### src/rtl/mux16_scan_ctrl_pkg.sv
// Shared types, sizes and index helpers for the 16:1 scan select sequencer.
package mux16_scan_ctrl_pkg;

  localparam int unsigned N_IN  = 16;
  localparam int unsigned SEL_W = 4;

  typedef logic [N_IN-1:0]  word_t;
  typedef logic [SEL_W-1:0] sel_t;

  typedef enum logic {
    IDLE = 1'b0,
    RUN  = 1'b1
  } state_e;

  // First index presented after an accept.
  function automatic sel_t start_idx(input bit msb_first);
    return msb_first ? sel_t'(N_IN - 1) : sel_t'(0);
  endfunction

  // Final index of a word; its strobe carries bit_last.
  function automatic sel_t end_idx(input bit msb_first);
    return msb_first ? sel_t'(0) : sel_t'(N_IN - 1);
  endfunction

endpackage

### src/rtl/mux16_scan_ctrl_if.sv
// Upstream word handshake plus the word/select pair that feeds the 16:1 mux.
interface mux16_scan_ctrl_if;
  import mux16_scan_ctrl_pkg::*;

  logic  in_valid;
  logic  in_ready;
  word_t in_data;
  logic  abort;
  word_t word;
  sel_t  sel;
  logic  bit_strobe;
  logic  bit_last;
  logic  busy;

  modport master (
    output in_valid, in_data, abort,
    input  in_ready, word, sel, bit_strobe, bit_last, busy
  );

  modport slave (
    input  in_valid, in_data, abort,
    output in_ready, word, sel, bit_strobe, bit_last, busy
  );

endinterface

### src/rtl/mux16_scan_ctrl_dwell_counter.sv
// Counts the cycles one select value is held; tick flags the terminal cycle.
module dwell_counter #(
  parameter int unsigned DWELL = 1
) (
  input  logic clk,
  input  logic rst_n,
  input  logic clr,
  input  logic en,
  output logic tick
);

  localparam int unsigned CNT_W = (DWELL > 1) ? $clog2(DWELL) : 1;
  localparam logic [CNT_W-1:0] TERM = CNT_W'(DWELL - 1);

  logic [CNT_W-1:0] cnt_q;

  assign tick = en & (cnt_q == TERM);

  always_ff @(posedge clk or negedge rst_n) begin
    if (!rst_n) begin
      cnt_q <= '0;
    end else if (clr) begin
      cnt_q <= '0;
    end else if (en) begin
      cnt_q <= tick ? '0 : cnt_q + CNT_W'(1);
    end
  end

endmodule

### src/rtl/mux16_scan_ctrl.sv
// Holds an accepted 16-bit word and walks the mux select through all indices,
// dwelling DWELL cycles on each and strobing when the mux output is settled.
module mux16_scan_ctrl
  import mux16_scan_ctrl_pkg::*;
#(
  parameter int unsigned DWELL     = 1,
  parameter bit          MSB_FIRST = 1'b0
) (
  input logic              clk,
  input logic              rst_n,
  mux16_scan_ctrl_if.slave bus
);

  if (DWELL == 0) begin : g_bad_dwell
    $error("mux16_scan_ctrl: DWELL must be at least 1");
  end

  localparam sel_t START = start_idx(MSB_FIRST);
  localparam sel_t LAST  = end_idx(MSB_FIRST);

  state_e state_q, state_d;
  sel_t   sel_q, sel_d;
  word_t  word_q, word_d;
  logic   rdy_en_q;
  logic   tick;
  logic   accept;
  logic   busy_c, strobe_c, last_c, ready_c;

  dwell_counter #(.DWELL(DWELL)) u_dwell (
    .clk  (clk),
    .rst_n(rst_n),
    .clr  (bus.abort | accept),
    .en   (state_q == RUN),
    .tick (tick)
  );

  // State register; rdy_en_q keeps in_ready low throughout reset.
  always_ff @(posedge clk or negedge rst_n) begin
    if (!rst_n) begin
      state_q  <= IDLE;
      sel_q    <= '0;
      word_q   <= '0;
      rdy_en_q <= 1'b0;
    end else begin
      state_q  <= state_d;
      sel_q    <= sel_d;
      word_q   <= word_d;
      rdy_en_q <= 1'b1;
    end
  end

  // Next-state: abort beats accept, accept beats the end-of-word return to IDLE.
  always_comb begin
    state_d = state_q;
    sel_d   = sel_q;
    word_d  = word_q;
    if (bus.abort) begin
      state_d = IDLE;
      sel_d   = '0;
    end else if (accept) begin
      state_d = RUN;
      sel_d   = START;
      word_d  = bus.in_data;
    end else if (strobe_c) begin
      if (last_c) begin
        state_d = IDLE;
        sel_d   = '0;
      end else if (MSB_FIRST) begin
        sel_d = sel_q - SEL_W'(1);
      end else begin
        sel_d = sel_q + SEL_W'(1);
      end
    end
  end

  // Outputs decoded from registered state; in_ready never looks at in_valid.
  always_comb begin
    busy_c   = (state_q == RUN);
    strobe_c = busy_c & tick;
    last_c   = strobe_c & (sel_q == LAST);
    ready_c  = rdy_en_q & ((state_q == IDLE) | last_c) & ~bus.abort;
  end

  assign accept         = bus.in_valid & ready_c;
  assign bus.in_ready   = ready_c;
  assign bus.word       = word_q;
  assign bus.sel        = sel_q;
  assign bus.bit_strobe = strobe_c;
  assign bus.bit_last   = last_c;
  assign bus.busy       = busy_c;

endmodule

### src/flat_wrapper.sv
// flat-port wrapper written by rule: the top's interface ports become plain ports
module mux16_scan_ctrl_flat import mux16_scan_ctrl_pkg::*;
#(
  parameter int unsigned DWELL     = 1,
  parameter bit          MSB_FIRST = 1'b0
)
  (clk, rst_n, bus_in_valid, bus_in_data, bus_abort, bus_in_ready, bus_word, bus_sel, bus_bit_strobe, bus_bit_last, bus_busy);
  mux16_scan_ctrl_if bus_i ();
  input logic clk;
  input logic rst_n;
  input wire logic [$bits(bus_i.in_valid)-1:0] bus_in_valid;
  input wire logic [$bits(bus_i.in_data)-1:0] bus_in_data;
  input wire logic [$bits(bus_i.abort)-1:0] bus_abort;
  output wire logic [$bits(bus_i.in_ready)-1:0] bus_in_ready;
  output wire logic [$bits(bus_i.word)-1:0] bus_word;
  output wire logic [$bits(bus_i.sel)-1:0] bus_sel;
  output wire logic [$bits(bus_i.bit_strobe)-1:0] bus_bit_strobe;
  output wire logic [$bits(bus_i.bit_last)-1:0] bus_bit_last;
  output wire logic [$bits(bus_i.busy)-1:0] bus_busy;
  assign bus_i.in_valid = bus_in_valid;
  assign bus_i.in_data = bus_in_data;
  assign bus_i.abort = bus_abort;
  assign bus_in_ready = bus_i.in_ready;
  assign bus_word = bus_i.word;
  assign bus_sel = bus_i.sel;
  assign bus_bit_strobe = bus_i.bit_strobe;
  assign bus_bit_last = bus_i.bit_last;
  assign bus_busy = bus_i.busy;
  mux16_scan_ctrl #(.DWELL(DWELL), .MSB_FIRST(MSB_FIRST)) u_core (.clk(clk), .rst_n(rst_n), .bus(bus_i));
endmodule
### config.mk
export PLATFORM = sky130hd
export DESIGN_NAME = mux16_scan_ctrl_flat
export DESIGN_NICKNAME = d
export VERILOG_FILES = /design/src/rtl/mux16_scan_ctrl_pkg.sv /design/src/rtl/mux16_scan_ctrl_if.sv /design/src/rtl/mux16_scan_ctrl_dwell_counter.sv /design/src/rtl/mux16_scan_ctrl.sv /design/src/flat_wrapper.sv
export SDC_FILE = /design/constraint.sdc
export NUM_CORES = 1
export LEC_CHECK = 0
export ABC_AREA = 1
export BUFFER_PORTS_ARGS = -buffer_cell sky130_fd_sc_hd__buf_4
export CAP_MARGIN = 20
export CORE_UTILIZATION = 45
export DETAILED_ROUTE_END_ITERATION = 16
export GPL_TIMING_DRIVEN = 1
export PLACE_DENSITY = 0.76
export SLEW_MARGIN = 40
export SYNTH_ARGS = -nofsm -noshare
export SYNTH_HDL_FRONTEND = slang
export SYNTH_SLANG_ARGS = --single-unit
### constraint.sdc
create_clock -name clk -period 1.6 [get_ports clk]
set_input_delay 0.16 -clock clk [delete_from_list [all_inputs] [get_ports clk]]
set_output_delay 0.16 -clock clk [all_outputs]
set_load 0.03 [all_outputs]
==> reports/qor.csv <==
metric,value,unit
wl_met2,1030,µm
seq_area_frac_synth,0.556,
grt_overflow,0,
crit_family,flip-flops,
maxSlewViolCount,0,
slowest_delay,0.41,ns
maxCapViolations,0,
vias,907,
synth.avg_cell_area,9.25,µm²
multi_input_area,380,µm²
die_y,50.0,µm
regArea,579,µm²
dp.final_hpwl,1440,µm
final_cell_mix,"49 x buf_4, 25 x nand2_1, 20 x inv_1, 20 x dfrtp_1, 7 x o21ai_0",
grt_pass1_vias,820,
rsz0062_at_grt,true,
ys_types,18,
post_drt_wl_per_cell,10.6,µm
routed.top_layer,met3,
yosysWarnings,0,
io_buffers,43,
clkSinkCount,23,
core,2190,µm²
critPathKind,flip-flop to output port,
dieArea,2500,µm²
grt_usage,0.169,
final_common_cell,buf_4,
status,"finished, final reports clean",
syn_to_final_growth,46.0,%
max_freq,638,MHz
antenna_found_initial,0,
vias_per_cell,4.70,
routed-wl-met3,120,µm
worst_slack,0.0315,ns
leakage,0.819,nW
cts_buffers,3,
fin_util,0.690,
ant_nets,0,
path_buf_inv,1,
wl,2050,µm
fin_skew,0.00347,ns
grt_max_degree,24,
initial_core_util,0.473,
fillers,183,
worstPathCellList,ha_4 -> nand3_4 -> o21bai_4 -> nand2_2 -> nor2_2 -> buf_6,
cp.required,1.44,ns
min_period_over_period,0.980,
crit_fanout,2,
ios,44,
cts_tree,done,
synthesis.nets,133,
synth_area,1040,µm²
grt_pass1_wl,3280,µm
clockBufferDepth,2,
syn-instance-count,112,
clkTransAtPathRegs,0.12,ns
insertion_delay,0.30,ns
min_path_type,input port to flip-flop,
dp_slack,0.126,ns
critical_path.slowest_cell,dfrtp_2,
drc,0,
p_per_area,996,nW/µm²
ys_ff_latch,23,
fin_cells,193,
drive_gt1_frac,0.448,
h-tree-depth,1,
hold_viol,0,
dr.pass1.iters,4,
wl_met1,901,µm
insertedDiodeCount,0,
setup_viol,0,
setup.worst_path.start_class,flip-flop,
worstSetupEndpointType,output port,
gp_congestion,0.811,
root_buffer,clkbuf_4,
crit_arrival,1.41,ns
rows,17,
die_w,50.0,µm
dp_cells,181,
drt_iter0_drc,14,
ir_worst_vdd,0.682,mV
period_needed,1.57,ns
fin_nets,187,
cells by family (layout without fill, tap and decap cells):
group | Yosys count | after routing | synth area share
compound gates | 19 | 19 | 0.127
xor+xnor | 1 | 1 | 0.00846
fa+ha+maj | 1 | 1 | 0.0121
buf+inv | 25 | 78 | 0.114
flops | 23 | 23 | 0.556
other cells | 1 | 1 | 0.00362
simple gates | 42 | 42 | 0.180
timing repair:
item,CTS,global route
buffers inserted,3,4
resized for setup,4,5
pin swaps,1,6
endpoints found under the hold margin,23,0
setup endpoints to repair,1,2
hold buffers,1,0
power by group:
group	leakage [nW]	switching (mW)	total (mW)	internal [mW]
combinational	0.511	0.317	0.530	0.213
clock	0.0177	0.165	0.258	0.0929
sequential	0.289	0.0519	0.720	0.668
registers in the layout, indices dropped and copies added, names as in the netlist:
register / count
u_core.bus.word: 16
u_core.bus.sel: 4
u_core.bus.busy: 1
u_core.rdy_en_q: 1
u_core.u_dwell.cnt_q: 1
layout make-up:
| class | instances | area share |
|---|---|---|
| timing repair buffer | 53 | 0.272 |
| clock buffer | 3 | 0.0149 |
| clock inverter | 1 | 0.00331 |
| tap | 28 | 0.0232 |
| sequential | 23 | 0.383 |
| inverter | 21 | 0.0521 |
| multi-input combinational | 64 | 0.251 |
through the flow:
stage	instance area (µm²)	power (mW)	hold slack (ns)	TNS [ns]
6_report	1510	1.51	0.0746	0
5_1_grt	1510	1.60	0.0688	-0.0636
4_1_cts	1470	1.51	0.0704	-0.00565
3_5_place_dp	1390	1.24	0.0696	0
3_3_place_gp	1390	1.23	0.0656	0
2_1_floorplan	1050	1.03	-0.136	0
cell usage after synthesis:
| master | count | area share |
|---|---|---|
| a21oi_1 | 1 | 0.0048 |
| buf_2 | 1 | 0.0048 |
| buf_6 | 3 | 0.033 |
| conb_1 | 1 | 0.0036 |
| dfrtp_1 | 23 | 0.56 |
| ha_1 | 1 | 0.012 |
| inv_1 | 21 | 0.076 |
| nand2_1 | 26 | 0.094 |
| nand3_1 | 1 | 0.0048 |
| nand3_2 | 2 | 0.019 |
| nand4_1 | 5 | 0.030 |
| nor2_1 | 7 | 0.025 |
| nor2_2 | 1 | 0.0060 |
| o21ai_0 | 7 | 0.034 |
| o21ai_1 | 4 | 0.019 |
| o21ai_2 | 6 | 0.051 |
| o21bai_4 | 1 | 0.018 |
| xor2_1 | 1 | 0.0085 |
worst paths after layout:
path	startpoint	endpoint	slack, ns	cells after the start
min reg2reg	u_core.bus.word[13]	u_core.bus.word[13]	0.51	2
min in group asynchronous	rst_n	u_core.bus.sel[2]	0.28	2
max	u_core.bus.sel[1]	bus_in_ready	0.03	6
max in group asynchronous	rst_n	u_core.u_dwell.cnt_q	1.09	2
max reg2reg	u_core.bus.sel[1]	u_core.u_dwell.cnt_q	0.15	8
min	bus_abort	u_core.bus.busy	0.07	2
per-layer routing:
metal / GRT usage / vias up
met1: 0.230 / 421
met5: 0 / -
met4: 0.0429 / 0
li1: - / 452
met3: 0.0278 / 0
met2: 0.278 / 34
Power figures use the tool's default switching activity.
